==> src/rtl/seq_accumulator_ctrl_pkg.sv <==
// Shared definitions for the controlled sequence accumulator.
// Provides the FSM state encoding and the add/subtract mode constants
// used by the top-level controller and the arithmetic sub-module.
package seq_accumulator_ctrl_pkg;

  // Two-bit state encoding; the fourth code (2'b11) is unused and the
  // controller steers it back to idle.
  typedef enum logic [1:0] {
    ST_IDLE  = 2'b00,
    ST_ACCUM = 2'b01,
    ST_DONE  = 2'b10
  } state_t;

  // Per-run arithmetic direction, latched when a run is accepted.
  localparam logic MODE_ADD = 1'b0;
  localparam logic MODE_SUB = 1'b1;

endpackage

==> src/rtl/seq_accumulator_ctrl_add_sub_sat.sv <==
// add_sub_sat: combinational add/subtract with wrap or saturate handling.
// Ports:
//   Q    - current accumulator value (unsigned, WIDTH bits)
//   A    - sample operand (unsigned, WIDTH bits)
//   MODE - MODE_ADD computes Q+A, MODE_SUB computes Q-A
//   RES  - result after wrap/saturation (WIDTH bits)
//   OV   - carry-out on add, borrow on subtract
module add_sub_sat
  import seq_accumulator_ctrl_pkg::*;
#(
  parameter int WIDTH    = 8,
  parameter int SATURATE = 0
) (
  input  logic [WIDTH-1:0] Q,
  input  logic [WIDTH-1:0] A,
  input  logic             MODE,
  output logic [WIDTH-1:0] RES,
  output logic             OV
);

  logic [WIDTH:0] ext;

  // The extra top bit of the widened result is the carry on add and the
  // borrow on subtract, so one bit serves as the overflow indication for
  // both directions. Saturation clamps toward the side that overflowed.
  always_comb begin
    if (MODE == MODE_SUB) begin
      ext = {1'b0, Q} - {1'b0, A};
    end else begin
      ext = {1'b0, Q} + {1'b0, A};
    end
    OV  = ext[WIDTH];
    RES = ext[WIDTH-1:0];
    if ((SATURATE != 0) && OV) begin
      RES = (MODE == MODE_SUB) ? '0 : '1;
    end
  end

endmodule

==> src/rtl/seq_accumulator_ctrl.sv <==
// seq_accumulator_ctrl: accumulates a programmed number of valid samples
// under a START/BUSY/DONE handshake.
// Ports:
//   CLK     - clock, rising edge active
//   RST     - asynchronous active-high reset
//   START   - launch a run (only honoured in idle)
//   N       - run length, latched on an accepted START
//   MODE    - 0 add, 1 subtract, latched on an accepted START
//   A       - sample operand
//   A_VALID - A is consumed on this edge while accumulating
//   Q       - registered accumulator value
//   CNT     - samples consumed in the current or last run
//   BUSY    - high while accumulating
//   DONE    - one-cycle completion pulse
//   OVF     - sticky overflow/underflow flag for the current or last run
module seq_accumulator_ctrl
  import seq_accumulator_ctrl_pkg::*;
#(
  parameter int WIDTH    = 8,
  parameter int COUNT_W  = 4,
  parameter int SATURATE = 0
) (
  input  logic               CLK,
  input  logic               RST,
  input  logic               START,
  input  logic [COUNT_W-1:0] N,
  input  logic               MODE,
  input  logic [WIDTH-1:0]   A,
  input  logic               A_VALID,
  output logic [WIDTH-1:0]   Q,
  output logic [COUNT_W-1:0] CNT,
  output logic               BUSY,
  output logic               DONE,
  output logic               OVF
);

  state_t             state;
  state_t             next_state;
  logic [WIDTH-1:0]   acc;
  logic [COUNT_W-1:0] cnt;
  logic [COUNT_W-1:0] cnt_inc;
  logic [COUNT_W-1:0] n_lat;
  logic               mode_lat;
  logic               ovf;
  logic               start_run;
  logic               consume;
  logic [WIDTH-1:0]   sum_res;
  logic               sum_ov;

  assign cnt_inc = cnt + COUNT_W'(1);

  add_sub_sat #(
    .WIDTH    (WIDTH),
    .SATURATE (SATURATE)
  ) u_add_sub_sat (
    .Q    (acc),
    .A    (A),
    .MODE (mode_lat),
    .RES  (sum_res),
    .OV   (sum_ov)
  );

  // State register.
  always_ff @(posedge CLK or posedge RST) begin
    if (RST) begin
      state <= ST_IDLE;
    end else begin
      state <= next_state;
    end
  end

  // Next-state and handshake decode. A zero-length run skips ACCUM so BUSY
  // never rises for it; the last sample is detected with the incremented
  // count so DONE follows the consuming edge directly.
  always_comb begin
    next_state = state;
    start_run  = 1'b0;
    consume    = 1'b0;
    BUSY       = 1'b0;
    DONE       = 1'b0;
    case (state)
      ST_IDLE: begin
        if (START) begin
          start_run  = 1'b1;
          next_state = (N == '0) ? ST_DONE : ST_ACCUM;
        end
      end
      ST_ACCUM: begin
        BUSY = 1'b1;
        if (A_VALID) begin
          consume = 1'b1;
          if (cnt_inc == n_lat) begin
            next_state = ST_DONE;
          end
        end
      end
      ST_DONE: begin
        DONE       = 1'b1;
        next_state = ST_IDLE;
      end
      default: begin
        next_state = ST_IDLE;
      end
    endcase
  end

  // Datapath registers. An accepted START clears the previous result and
  // captures the run parameters; afterwards only consumed samples change
  // the accumulator, count and sticky overflow flag.
  always_ff @(posedge CLK or posedge RST) begin
    if (RST) begin
      acc      <= '0;
      cnt      <= '0;
      ovf      <= 1'b0;
      n_lat    <= '0;
      mode_lat <= MODE_ADD;
    end else if (start_run) begin
      acc      <= '0;
      cnt      <= '0;
      ovf      <= 1'b0;
      n_lat    <= N;
      mode_lat <= MODE;
    end else if (consume) begin
      acc <= sum_res;
      cnt <= cnt_inc;
      ovf <= ovf | sum_ov;
    end
  end

  assign Q   = acc;
  assign CNT = cnt;
  assign OVF = ovf;

endmodule

==> config.mk <==
export PLATFORM = sky130hd
export DESIGN_NAME = seq_accumulator_ctrl
export DESIGN_NICKNAME = d
export VERILOG_FILES = /design/src/rtl/seq_accumulator_ctrl_pkg.sv /design/src/rtl/seq_accumulator_ctrl_add_sub_sat.sv /design/src/rtl/seq_accumulator_ctrl.sv
export SDC_FILE = /design/constraint.sdc
export NUM_CORES = 1
export LEC_CHECK = 0
export CAP_MARGIN = 20
export CORE_MARGIN = 2
export CORE_UTILIZATION = 45
export CTS_BUF_LIST = sky130_fd_sc_hd__clkbuf_4 sky130_fd_sc_hd__clkbuf_8
export CTS_CLUSTER_DIAMETER = 40
export DETAILED_ROUTE_END_ITERATION = 8
export PLACE_DENSITY = 0.72
export SYNTH_ARGS = -nofsm -noshare
export SYNTH_HDL_FRONTEND = slang
export SYNTH_HIERARCHICAL = 1
export SYNTH_SLANG_ARGS = --single-unit
export TNS_END_PERCENT = 100
==> constraint.sdc <==
create_clock -name CLK -period 4.7 [get_ports CLK]
set_input_delay 0.94 -clock CLK [delete_from_list [all_inputs] [get_ports CLK]]
set_output_delay 0.94 -clock CLK [all_outputs]
set_load 0.01 [all_outputs]
==> key figures, run 1 <==
Setup path
  – Worst r2r src: mode_lat
  – WP data required: 4.90 ns
  – Critical path launch point type: input pin
  – CP Data Arrival Time: 3.35 ns
  – Critical Path End Type: register
  – Worst Path Max Fanout: 4
  – R2r setup slk: 2.38 ns
  – Worst r2r path cells: 8
  – R2R Path End: OVF
  – Type of the worst setup path: input pin to register

Layout
  – Area occupied by multi-input gates: 867 µm²
  – Fill count: 302
  – Post-layout util: 59.8%
  – Sequential Area: 500 µm²
  – Layout cells sized above 1: 11.2%
  – NumNets Final: 198
  – Area delta synth->final: 26.7%
  – Antenna diodes: 0
  – Final instance area: 1830 µm²

Power
  – Peak VDD IR: 0.000332 V
  – PD cells: 758 nW/µm²
  – Leakage: 0.809 nW
  – Total power draw: 1.38 mW

Yosys
  – Asr flop ratio synth: 100%
  – Post-synthesis xor/xnor area fraction: 12.0%
  – Most frequent cell after synthesis: dfrtp_1
  – Post-synthesis compound-gate area fraction: 17.5%
  – Area leader, netlist: dfrtp_1
  – Yosys warnings: 6
  – Synth Area in Adders: 10.1%
  – Share of the synthesized area in the top cell type: 34.7%
  – Synth cell types: 39
  – Synthesized Nets: 166
  – Main combinational cell family by area after synthesis: compound AO/OA/AOI/OAI gates
  – Synth Instances: 138
  – Most frequent cells after synthesis: dfrtp_1 (20), xnor2_1 (12), a22o_1 (11), inv_1 (11)
  – Avg Inst Size Synth: 10.4 µm²
  – Top cells by area, synth: dfrtp_1 (35%), ha_1 (8.7%), xnor2_1 (7.3%)
  – Register area share after synthesis: 34.7%
  – Synthesized cell area: 1440 µm²
  – #FFs+latches synth: 20
  – Primary FF master, synth: dfrtp_1
  – Mux share of post-synthesis cell area: 6.16%
  – Number of synthesized flops with an enable pin: 0
  – Synth Area in Simple Gates: 14.4%

Timing
  – Setup_tns: 0 ns
  – Fmax: 317 MHz
  – RSZ-0062 raised after global routing: false
  – Skew final: 0.00457 ns
  – Final Hold Fails: 0
  – Fin crit share: 67.1%
  – Tmin final: 3.15 ns
  – Slew @ Worst Pin: 0.764 ns
  – Final Max Slew Viols: 0
  – Setup Viol. Count Final: 0
  – Slew headroom: 49.0%

GRT
  – Vias in the first global route: 1285
  – Total GRT Usage: 20.0%
  – Initial antenna violation count: 0
  – GRT Residual Overflow: 0
  – Pin count of the biggest net entering global routing: 21
  – First-pass GRT wire length: 5470 µm

Floorplanning
  – Core box area: 3050 µm²
  – # IOs: 32
  – Die area: 3670 µm²
  – Die height: 60.6 µm
  – FP Rows: 20
  – Die Span X: 60.6 µm
  – Initial core utilization: 47.2%

Worst hold path
  – Hold Path Depth: 2
  – Hold Path Origin: OVF
  – HP Class: register to register
  – Worst hold endpoint: OVF

Placement
  – IO buf count: 31
  – GP Congestion: 0.816
  – Area after DPL: 1770 µm²
  – HPWL Detailed: 2480 µm

Clock network
  – Clk sinks: 20
  – Max Buffers Root-to-Sink: 2
  – Total setup buffers inserted after CTS: 0
  – Worst-skew pair later-pin latency: 0.32 ns
  – CTS tree: yes
  – Worst-path clk slew: 0.12 ns
  – Post-CTS sizing: 0
  – Post-CTS Hold Fix Bufs: 0
  – TritonCTS buffer count: 3
  – H-tree depth: 1
  – Root Buffer: clkbuf_4

Run status
  – Outcome: finished clean

Drt
  – Per-cell routed wire length: 15.2 µm
  – Vias per cell: 5.27
  – DR DRC count: 0
  – DR vias: 1123
  – Drt pass-1 iters: 4
  – Final WL: 3230 µm
  – Initial drt markers: 57
  – Final ANT Viol Nets: 0

Run
  – Max Cap Viol: 0
==> layout make-up <==
class | instances | share of cell area [%]
Sequential cell | 20 | 27.4
Clock buffer | 3 | 1.23
Tap cell | 44 | 3.01
Timing Repair Buffer | 31 | 17.0
Inverter | 11 | 2.26
Clock inverter | 1 | 1.64
Multi-Input combinational cell | 103 | 47.5
==> state kept, by name (all words and copies together) (netlist names) <==
register  cells
Q             8
CNT           4
n_lat         4
state         2
OVF           1
mode_lat      1
==> how the worst max path moves through the flow <==
stage | from | end | slack (ns) | cells past startpoint
2_1_floorplan | A[0] | OVF | 1.91 | 10
3_3_place_gp | A[0] | OVF | 1.29 | 11
3_5_place_dp | A[0] | OVF | 1.23 | 11
4_1_cts | A[0] | OVF | 1.56 | 11
5_1_grt | A[0] | OVF | 1.38 | 11
6_report | A[0] | OVF | 1.55 | 11
==> cell families after synthesis <==
family | after synthesis
buffers and inverters | 15
DFF | 20
xor gates and xnor gates | 18
and+or+nand+nor | 33
AOI/OAI and AO/OA | 33
adders and majority gates | 11
muxes | 8
==> per-stage QoR <==
stage          hold WS (ns)  instances  setup WS, ns
6_report              0.542        213          1.55
5_1_grt               0.572        213          1.38
4_1_cts               0.536        213          1.56
3_5_place_dp          0.502        209          1.23
3_3_place_gp          0.501        209          1.29
2_1_floorplan         0.501        138          1.91
==> routing by layer <==
metal	wire [µm]	up-vias	global-route usage (%)
met1	1430	535	22.9
met3	156	5	3.41
met4	42	0	6.52
met2	1600	33	37.5
met5	0	-	0
li1	-	550	-
==> worst max-delay path, cell delays in order <==
cell             delay (ns)
clkdlybuf4s50_1        0.53
inv_1                  0.06
ha_1                   0.28
mux2_2                 0.29
fa_1                   0.47
nor2b_4                0.15
o2111ai_2              0.13
a32oi_2                0.21
xnor2_1                0.10
a21oi_1                0.13
nor2_1                 0.05
==> cell usage in the layout, fill, tap and decap left out, types with 2 or more instances in the layout <==
| master | count |
|---|---|
| a21o_1 | 2 |
| a21oi_1 | 5 |
| a22o_1 | 11 |
| clkbuf_4 | 3 |
| clkdlybuf4s50_1 | 31 |
| dfrtp_1 | 20 |
| ha_1 | 10 |
| inv_1 | 11 |
| mux2_2 | 7 |
| nand2_1 | 3 |
| nand2b_1 | 3 |
| nor2_1 | 10 |
| nor2b_1 | 3 |
| nor3_1 | 3 |
| o21a_1 | 2 |
| o21ai_0 | 5 |
| o21ai_1 | 2 |
| xnor2_1 | 12 |
| xor2_1 | 5 |
==> power breakdown <==
| part | total [mW] | leakage, nW | switching [mW] | internal [mW] |
|---|---|---|---|---|
| clock network | 0.145 | 0.0279 | 0.0585 | 0.0863 |
| registers | 0.345 | 0.249 | 0.0906 | 0.254 |
| logic | 0.895 | 0.533 | 0.417 | 0.478 |
| total | 1.38 | 0.809 | 0.566 | 0.818 |
Note: power is estimated with default switching activity, not from simulation.
==> inputs of run 2 (changes only) <==
==> constraint.sdc (replaced) <==
create_clock -name CLK -period 3 [get_ports CLK]
set_input_delay 0.6 -clock CLK [delete_from_list [all_inputs] [get_ports CLK]]
set_output_delay 0.6 -clock CLK [all_outputs]
set_load 0.01 [all_outputs]
==> run 2 against run 1 <==
Net effect:
- setup slack worse by 1.3 ns
- total power is 53% higher
- combinational power is 60% higher
- largest cell class unchanged
- clock power rose by 10%
- critical path type unchanged
- critical endpoint unchanged
- non-clock buffer count grew 4
- utilization grew 0.45 points
- highest routed layer unchanged
- final area is 0.75% higher
==> key figures, run 2 (synthesis results as in run 1) <==
Floorplanning
  – Die Span X: 60.6 µm
  – Die height: 60.6 µm
  – Die area: 3670 µm²
  – # IOs: 32
  – Core box area: 3050 µm²
  – FP Rows: 20
  – Initial core utilization: 47.2%

Setup path
  – Type of the worst setup path: input pin to register
  – Critical path launch point type: input pin
  – CP Data Arrival Time: 2.91 ns
  – Worst r2r path cells: 8
  – WP data required: 3.19 ns
  – Critical Path End Type: register
  – Worst Path Max Fanout: 2

Timing
  – Slew headroom: 47.4%
  – Final Hold Fails: 0
  – Tmin final: 2.72 ns
  – WHS: 0.521 ns
  – Final Max Slew Viols: 0
  – Setup Viol. Count Final: 0
  – Slew @ Worst Pin: 0.788 ns
  – Fmax: 367 MHz
  – RSZ-0062 raised after global routing: false
  – Fin crit share: 90.8%
  – Skew final: 0.00627 ns

Layout
  – Layout cells sized above 1: 13.3%
  – Area delta synth->final: 27.7%
  – Commonest non-fill, non-tap cell in the layout: clkdlybuf4s50_1
  – Fill count: 284
  – Post-route insts no fill: 217
  – NumNets Final: 202
  – Number of flip-flops in the largest register: 8
  – Commonest cells after routing, fill and taps aside: clkdlybuf4s50_1 (31), dfrtp_1 (20), xnor2_1 (12)
  – Antenna diodes: 0

GRT
  – Total GRT Usage: 18.5%
  – Met2 usage: 31.8%
  – Initial antenna violation count: 0
  – GRT Residual Overflow: 0
  – Busiest grt layer: met2
  – Vias in the first global route: 1187
  – Routing usage on met1: 23.4%
  – Met3 Usage GRT: 3.41%
  – First-pass GRT wire length: 5120 µm
  – Pin count of the biggest net entering global routing: 21

Clock network
  – Root Buffer: clkbuf_4
  – Clk sinks: 20
  – Total setup buffers inserted after CTS: 0
  – TritonCTS buffer count: 3
  – Max Buffers Root-to-Sink: 2
  – CTS tree: yes
  – H-tree depth: 1
  – Post-CTS sizing: 0
  – Worst-path clk slew: 0.11 ns
  – Worst-skew pair later-pin latency: 0.31 ns
  – Post-CTS Hold Fix Bufs: 0

Placement
  – IO buf count: 31
  – HPWL Detailed: 2440 µm
  – GP Congestion: 0.807
  – Placed Cells: 213

Drt
  – Final ANT Viol Nets: 0
  – Drt pass-1 iters: 4
  – Per-cell routed wire length: 14.4 µm
  – DR vias: 1175
  – Final WL: 3120 µm
  – DR DRC count: 0
  – Initial drt markers: 46
  – Vias per cell: 5.41

Worst hold path
  – HP Class: register to register
  – Hold Path Depth: 2

Run
  – Max Cap Viol: 0

Power
  – Leakage: 0.822 nW
  – PD cells: 1150 nW/µm²
  – Peak VDD IR: 0.000444 V

Run status
  – Outcome: finished clean
## run 2: cell count changes in the layout (fill, tap and decap cells not counted), sizes merged
cell / change
buf: +4
bufinv: -1
clkbuf: +1
## run 2: final cells by class
cell class | instances | area (µm²) | area share (%)
clock buffer | 4 | 36.3 | 1.97
inverter | 11 | 41.3 | 2.24
multi-input combinational | 103 | 867 | 47.1
sequential | 20 | 500 | 27.2
tap | 44 | 55.1 | 2.99
timing repair buffer | 35 | 340 | 18.5
## run 2: final timing paths
kind	from	to	slack, ns
max	A[0]	OVF	0.28
min	OVF	OVF	0.52
max reg2reg	mode_lat	OVF	0.69
min reg2reg	OVF	OVF	0.52
max in group asynchronous	RST	state[0]	1.78
min in group asynchronous	RST	Q[3]	0.73
## run 2: where the power goes
part | leakage, nW | internal, mW | switching, mW
clock | 0.0210 | 0.0741 | 0.0857
sequential | 0.249 | 0.398 | 0.136
combinational | 0.552 | 0.767 | 0.659
total | 0.822 | 1.24 | 0.881
## run 2: per-stage QoR
stage	util [%]	setup TNS [ns]	worst slack, ns	power (mW)	area [µm²]
4_1_cts	60.3	0	0.268	2.13	1840
3_3_place_gp	59.1	-0.0131	-0.0131	1.90	1800
2_1_floorplan	-	0	0.546	1.56	1440
3_5_place_dp	59.1	-0.0577	-0.0577	1.96	1800
6_report	60.3	0	0.275	2.12	1840
5_1_grt	60.3	0	0.162	2.29	1840
## run 2: critical path, cell delays in order
cell,delay [ns]
clkdlybuf4s50_1,0.47
inv_1,0.05
ha_1,0.27
mux2_2,0.28
fa_1,0.47
nor2b_4,0.15
o2111ai_2,0.13
a32oi_2,0.21
xnor2_1,0.10
a21oi_1,0.13
nor2_1,0.05
## run 2: routing by layer
metal  vias to the layer above  wire, µm
li1                        557         -
met1                       565      1370
met2                        47      1500
met3                         6       201
met4                         0        40
met5                         -         0
